<file path="config.mk">
export PLATFORM = sky130hd
export DESIGN_NAME = lc3b_regfile_flat
export DESIGN_NICKNAME = d
export VERILOG_FILES = /design/src/rtl/lc3b_regfile_pkg.sv /design/src/rtl/lc3b_regfile_if.sv /design/src/rtl/lc3b_regfile_nzp_gen.sv /design/src/rtl/lc3b_regfile.sv /design/src/flat_wrapper.sv
export SDC_FILE = /design/constraint.sdc
export NUM_CORES = 1
export LEC_CHECK = 0
export BUFFER_PORTS_ARGS = -buffer_cell sky130_fd_sc_hd__buf_2
export CORE_MARGIN = 2
export CORE_UTILIZATION = 50
export CTS_CLUSTER_SIZE = 10
export DETAILED_ROUTE_END_ITERATION = 7
export GPL_TIMING_DRIVEN = 0
export PLACE_DENSITY = 0.76
export SLEW_MARGIN = 10
export SYNTH_ARGS = -nofsm -noshare
export SYNTH_HDL_FRONTEND = slang
export SYNTH_SLANG_ARGS = --single-unit
</file>
<file path="constraint.sdc">
create_clock -name clk -period 1.9 [get_ports clk]
set_input_delay 0 -clock clk [delete_from_list [all_inputs] [get_ports clk]]
set_output_delay 0 -clock clk [all_outputs]
set_load 0.05 [all_outputs]
</file>
<file path="src/rtl/lc3b_regfile_pkg.sv">
// Shared LC-3b datapath constants and types for the operand-supply stage.
// Condition codes travel as a packed {n,z,p} struct so the reset encoding reads naturally.
package lc3b_regfile_pkg;

  localparam int LC3B_DATA_W   = 16;
  localparam int LC3B_NUM_REGS = 8;
  localparam int LC3B_IDX_W    = 3;
  localparam int LC3B_IMM5_W   = 5;

  typedef struct packed {
    logic n;
    logic z;
    logic p;
  } cc_t;

  localparam cc_t CC_RESET = 3'b010;

  typedef enum logic {
    SR2MUX_REG = 1'b0,
    SR2MUX_IMM = 1'b1
  } sr2mux_sel_e;

endpackage

</file>
<file path="src/rtl/lc3b_regfile_if.sv">
// Control, bus and operand signals between the LC-3b control unit and the register file.
// The control unit is the master; the register file is the slave.
interface lc3b_regfile_if;
  import lc3b_regfile_pkg::*;

  logic                   ld_reg;
  logic [LC3B_IDX_W-1:0]  dr;
  logic [LC3B_DATA_W-1:0] bus_in;
  logic [LC3B_IDX_W-1:0]  sr1;
  logic [LC3B_IDX_W-1:0]  sr2;
  logic                   sr2mux_sel;
  logic [LC3B_IMM5_W-1:0] imm5;
  logic                   ld_cc;
  logic [LC3B_DATA_W-1:0] a;
  logic [LC3B_DATA_W-1:0] b;
  logic                   n;
  logic                   z;
  logic                   p;

  modport master (
    output ld_reg, dr, bus_in, sr1, sr2, sr2mux_sel, imm5, ld_cc,
    input  a, b, n, z, p
  );

  modport slave (
    input  ld_reg, dr, bus_in, sr1, sr2, sr2mux_sel, imm5, ld_cc,
    output a, b, n, z, p
  );

endinterface

</file>
<file path="src/rtl/lc3b_regfile_nzp_gen.sv">
// Combinational value-to-{n,z,p} classifier; shared with the load/store path.
module lc3b_nzp_gen
  import lc3b_regfile_pkg::*;
#(
  parameter int DATA_W = LC3B_DATA_W
) (
  input  logic [DATA_W-1:0] value_i,
  output cc_t               cc_o
);

  logic is_zero;

  assign is_zero = (value_i == '0);

  assign cc_o.n = value_i[DATA_W-1];
  assign cc_o.z = is_zero;
  assign cc_o.p = ~value_i[DATA_W-1] & ~is_zero;

endmodule

</file>
<file path="src/rtl/lc3b_regfile.sv">
// LC-3b general register file with NZP condition codes, feeding ALU operands A and B.
// Reads are combinational; BYPASS forwards a same-cycle write-back onto the read ports.
module lc3b_regfile
  import lc3b_regfile_pkg::*;
#(
  parameter int NUM_REGS = LC3B_NUM_REGS,
  parameter int DATA_W   = LC3B_DATA_W,
  parameter bit BYPASS   = 1'b1
) (
  input  logic           clk,
  input  logic           rst_n,
  lc3b_regfile_if.slave  rf
);

  localparam int IDX_W = $clog2(NUM_REGS);

  logic [DATA_W-1:0] regs_q [NUM_REGS];
  cc_t               cc_q;
  cc_t               cc_d;
  cc_t               bus_cc;

  logic [DATA_W-1:0] a_d;
  logic [DATA_W-1:0] b_reg;
  logic [DATA_W-1:0] imm_sext;
  logic              hit_sr1;
  logic              hit_sr2;

  lc3b_nzp_gen #(.DATA_W(DATA_W)) u_nzp_gen (
    .value_i (rf.bus_in),
    .cc_o    (bus_cc)
  );

  // NOTE: the array is reset explicitly because R0-R7 must read zero after reset;
  // this costs a flop reset per bit, so storage without that requirement would skip it.
  always_ff @(posedge clk or negedge rst_n) begin
    if (!rst_n) begin
      for (int i = 0; i < NUM_REGS; i++) begin
        regs_q[i] <= '0;
      end
    end else if (rf.ld_reg) begin
      // NOTE: non-blocking so every flop samples pre-edge values regardless of order.
      regs_q[rf.dr] <= rf.bus_in;
    end
  end

  always_comb begin
    cc_d = cc_q;
    if (rf.ld_cc) begin
      cc_d = bus_cc;
    end
  end

  always_ff @(posedge clk or negedge rst_n) begin
    if (!rst_n) begin
      cc_q <= CC_RESET;
    end else begin
      cc_q <= cc_d;
    end
  end

  assign hit_sr1  = BYPASS && rf.ld_reg && (rf.dr == rf.sr1);
  assign hit_sr2  = BYPASS && rf.ld_reg && (rf.dr == rf.sr2);
  assign imm_sext = {{(DATA_W-LC3B_IMM5_W){rf.imm5[LC3B_IMM5_W-1]}}, rf.imm5};

  // NOTE: each output is assigned a default first so no path leaves it unassigned (no latch).
  always_comb begin
    a_d   = regs_q[rf.sr1];
    b_reg = regs_q[rf.sr2];
    if (hit_sr1) begin
      a_d = rf.bus_in;
    end
    if (hit_sr2) begin
      b_reg = rf.bus_in;
    end
  end

  // The immediate leg sits after the bypass mux, so it is never forwarded.
  assign rf.a = a_d;
  assign rf.b = (rf.sr2mux_sel == SR2MUX_IMM) ? imm_sext : b_reg;
  assign rf.n = cc_q.n;
  assign rf.z = cc_q.z;
  assign rf.p = cc_q.p;

endmodule
</file>
<file path="src/flat_wrapper.sv">
// flat-port wrapper written by rule: the top's interface ports become plain ports
module lc3b_regfile_flat import lc3b_regfile_pkg::*;
#(
  parameter int NUM_REGS = LC3B_NUM_REGS,
  parameter int DATA_W   = LC3B_DATA_W,
  parameter bit BYPASS   = 1'b1
)
  (clk, rst_n, rf_ld_reg, rf_dr, rf_bus_in, rf_sr1, rf_sr2, rf_sr2mux_sel, rf_imm5, rf_ld_cc, rf_a, rf_b, rf_n, rf_z, rf_p);
  lc3b_regfile_if rf_i ();
  input  logic clk;
  input  logic rst_n;
  input wire logic [$bits(rf_i.ld_reg)-1:0] rf_ld_reg;
  input wire logic [$bits(rf_i.dr)-1:0] rf_dr;
  input wire logic [$bits(rf_i.bus_in)-1:0] rf_bus_in;
  input wire logic [$bits(rf_i.sr1)-1:0] rf_sr1;
  input wire logic [$bits(rf_i.sr2)-1:0] rf_sr2;
  input wire logic [$bits(rf_i.sr2mux_sel)-1:0] rf_sr2mux_sel;
  input wire logic [$bits(rf_i.imm5)-1:0] rf_imm5;
  input wire logic [$bits(rf_i.ld_cc)-1:0] rf_ld_cc;
  output wire logic [$bits(rf_i.a)-1:0] rf_a;
  output wire logic [$bits(rf_i.b)-1:0] rf_b;
  output wire logic [$bits(rf_i.n)-1:0] rf_n;
  output wire logic [$bits(rf_i.z)-1:0] rf_z;
  output wire logic [$bits(rf_i.p)-1:0] rf_p;
  assign rf_i.ld_reg = rf_ld_reg;
  assign rf_i.dr = rf_dr;
  assign rf_i.bus_in = rf_bus_in;
  assign rf_i.sr1 = rf_sr1;
  assign rf_i.sr2 = rf_sr2;
  assign rf_i.sr2mux_sel = rf_sr2mux_sel;
  assign rf_i.imm5 = rf_imm5;
  assign rf_i.ld_cc = rf_ld_cc;
  assign rf_a = rf_i.a;
  assign rf_b = rf_i.b;
  assign rf_n = rf_i.n;
  assign rf_z = rf_i.z;
  assign rf_p = rf_i.p;
  lc3b_regfile #(.NUM_REGS(NUM_REGS), .DATA_W(DATA_W), .BYPASS(BYPASS)) u_core (.clk(clk), .rst_n(rst_n), .rf(rf_i));
endmodule
</file>
==> impl_metrics.ini <==
[status]
status = complete, but fails checks
violations = negative setup slack

[clock_network]
cts_buffers = 17
cts_tree = done
path_clk_slew_ns = 0.06
insertion_delay_ns = 0.42
clock_sinks = 131
clockRootBuffer = clkbuf_16
clockBufferDepth = 2
htreeDepth = 4
postCtsSetupRepairBufs = 0

[power_and_ir_drop]
ir_drop_mv = 0.758
power_density_nw_per_um2 = 1140
leakagePower_uw = 0.00390

[placement]
gp_congestion = 0.903
hpwl_um = 13700
numPortBuffers = 59
post_dp_cell_area_um2 = 7910
pre_cts_slack_ns = -0.0666

[timing]
fin_crit_sh_pct = 107
finClkSkew_ns = 0
relSlewSlack_pct = 35.1
finalHoldViolations = 0
holdWs_ns = 0.0581
slew_violations = 0
rsz0062_at_grt = true
worst_pin_slew_ns = 0.973
finalWorstSetupSlack_ns = -0.132
fin_crit_ns = 2.03
max_freq_mhz = 492
setup_viol = 4

[logic_synthesis]
synth_top_family_by_area = multiplexers
synth-xor-area-share_pct = 0.722
synth_area_um2 = 7270
ys_ff_latch = 131
yosys-mux-area-fraction_pct = 38.1
synthAdderAreaFrac_pct = 0
ys.warnings.count = 0
synth-compound-area-share_pct = 6.05
ys_types = 31
syn_nets = 574
synth_simple_gate_area_share_pct = 5.44
avgSynthCellArea_um2 = 13.5
synthCells = 539
yosysSeqAreaShare_pct = 45.1

[hold_path]
hold_path_class = in -> reg

[floorplanning]
rows = 44
core_area_um2 = 14400
die_h_um = 125
ios = 70
die_w_um = 125
start_util_pct = 50.6
dieArea_um2 = 15500

[global_routing]
grt_max_degree = 88
antenna_found_initial = 0
grt_use_total_pct = 28.8
overflow = 0
grt_pass1_wl_um = 33400
grt_pass1_vias = 5922

[critical_path]
critical_path.slowest_cell = mux4_2
slowest_delay_ns = 0.47
worst_ep_required_time_ns = 1.90
cp-end-kind = primary output
cp-start-kind = flop
crit_path_cell_trace = mux4_2, mux2_2, a221o_1, buf_6
path_max_fanout = 3
crit_type = reg -> out
worstPathArrival_ns = 2.03

[finish]
syn_to_final_growth_pct = 21.2
mostFrequentLayoutCells = dfrtp_1, mux2_2, mux4_2, buf_2, nand2_1
multi_input_area_um2 = 3740
insertedDiodeCount = 0
ff_latch_area_um2 = 3280
design_area_um2 = 8820
drive_above_1_share_pct = 43.3
n_fill_cell = 1066
mostFrequentLayoutCell = dfrtp_1
fin_util_pct = 61.4
nets = 669

[route]
drt-total-wl_um = 21600
dr.first_iter.drc_count = 540
wl_per_cell_um = 26.0
num_vias = 5469
drtPass1Iterations = 5
via_per_inst = 6.59
drcViolationCount = 0
ant_nets = 0

[flow_run]
maxCapViolations = 0
## report_power, final
part,internal (uW),switching (uW)
Sequential,3360,468
Clock,2290,1210
Combinational,1300,1440
Total,6960,3120
## repair_timing
action / in CTS / in global routing
endpoints found under the setup margin: 10 / 13
pin swaps: 0 / 0
resized for setup: 20 / 23
hold buffers: 16 / 0
endpoints found under the hold margin: 192 / 0
## worst max-delay path, delay by kind of cell (launching register included)
| family | cells | cell delay, ns |
|---|---|---|
| AO/OA/AOI/OAI | 1 | 0.30 |
| buffers and inverters | 1 | 0.16 |
| flip-flops | 1 | 0.40 |
| multiplexers | 2 | 0.75 |
## synthesized netlist by cell type
library cell / number / area, um2
a221o_1: 2 / 20.0
and2_1: 2 / 12.5
o21ai_0: 56 / 280
and4_1: 2 / 17.5
buf_6: 6 / 67.6
mux4_2: 61 / 1370
buf_4: 7 / 52.6
dfrtp_1: 130 / 3250
dfstp_2: 1 / 26.3
nand4_1: 1 / 6.26
nor3b_4: 1 / 18.8
mux2i_1: 42 / 420
o22ai_1: 1 / 6.26
nand2_1: 58 / 218
nor4_1: 4 / 25.0
buf_2: 17 / 85.1
mux4_1: 3 / 78.8
nor3b_2: 1 / 12.5
nand4_2: 1 / 12.5
nand4b_1: 3 / 26.3
a41oi_1: 1 / 8.76
nor2b_1: 2 / 12.5
nand2b_4: 1 / 13.8
buf_1: 1 / 3.75
mux2_2: 80 / 901
a222oi_1: 2 / 20.0
a221oi_1: 12 / 105
clkbuf_1: 16 / 60.1
nor3_2: 2 / 20.0
xnor2_1: 6 / 52.6
inv_1: 17 / 63.8
## path summary, 6_finish.rpt
check                                   from                  to  slack (ns)  cells after the start
max reg2reg                u_core.regs_q[89]   u_core.regs_q[89]        1.09                      1
min                                 rf_dr[1]  u_core.regs_q[115]        0.06                      3
max                         u_core.regs_q[2]             rf_b[2]       -0.13                      4
min reg2reg                u_core.regs_q[46]   u_core.regs_q[46]        0.50                      2
max in group asynchronous              rst_n   u_core.regs_q[77]        1.03                      3
min in group asynchronous              rst_n   u_core.regs_q[64]        0.07                      2
## metal layers
layer / vias up / share of wire [%] / track usage (%)
li1: 2235 / - / -
met1: 2777 / 38 / 37.5
met2: 363 / 48 / 45.0
met3: 94 / 9.3 / 6.57
met4: 0 / 4.8 / 16.3
met5: - / 0 / 0
## registers in the layout (all words and copies together), names as in the netlist
register       cells
u_core.rf.n        1
u_core.rf.p        1
u_core.rf.z        1
u_core.regs_q    128
## area by class of cell
type                    instances  share of cell area (%)
multi-input cells             344                    42.4
flip-flops and latches        131                    37.2
repair buffers                 76                    6.19
clock buffers                  23                    5.42
plain buffers                  47                    3.70
well taps                     184                    2.61
clock inverters                 8                    1.70
inverters                      17                   0.724
## cell families after synthesis
| group | after synthesis |
|---|---|
| flip-flops | 131 |
| AND/OR/NAND/NOR | 78 |
| AO/OA/AOI/OAI | 74 |
| XOR/XNOR | 6 |
| multiplexers | 186 |
| buffers and inverters | 64 |
## metrics by stage
stage                     TNS, ns  total power, uW  cells
after detailed placement   -0.177             6420    783
after global placement    -101.23             6260    782
after CTS                  -0.435            10000    830
final                      -0.420            10100    830
after global routing       -0.623            10400    830
after floorplan             -1.56             5720    539
(Power assumes the default switching activity.)
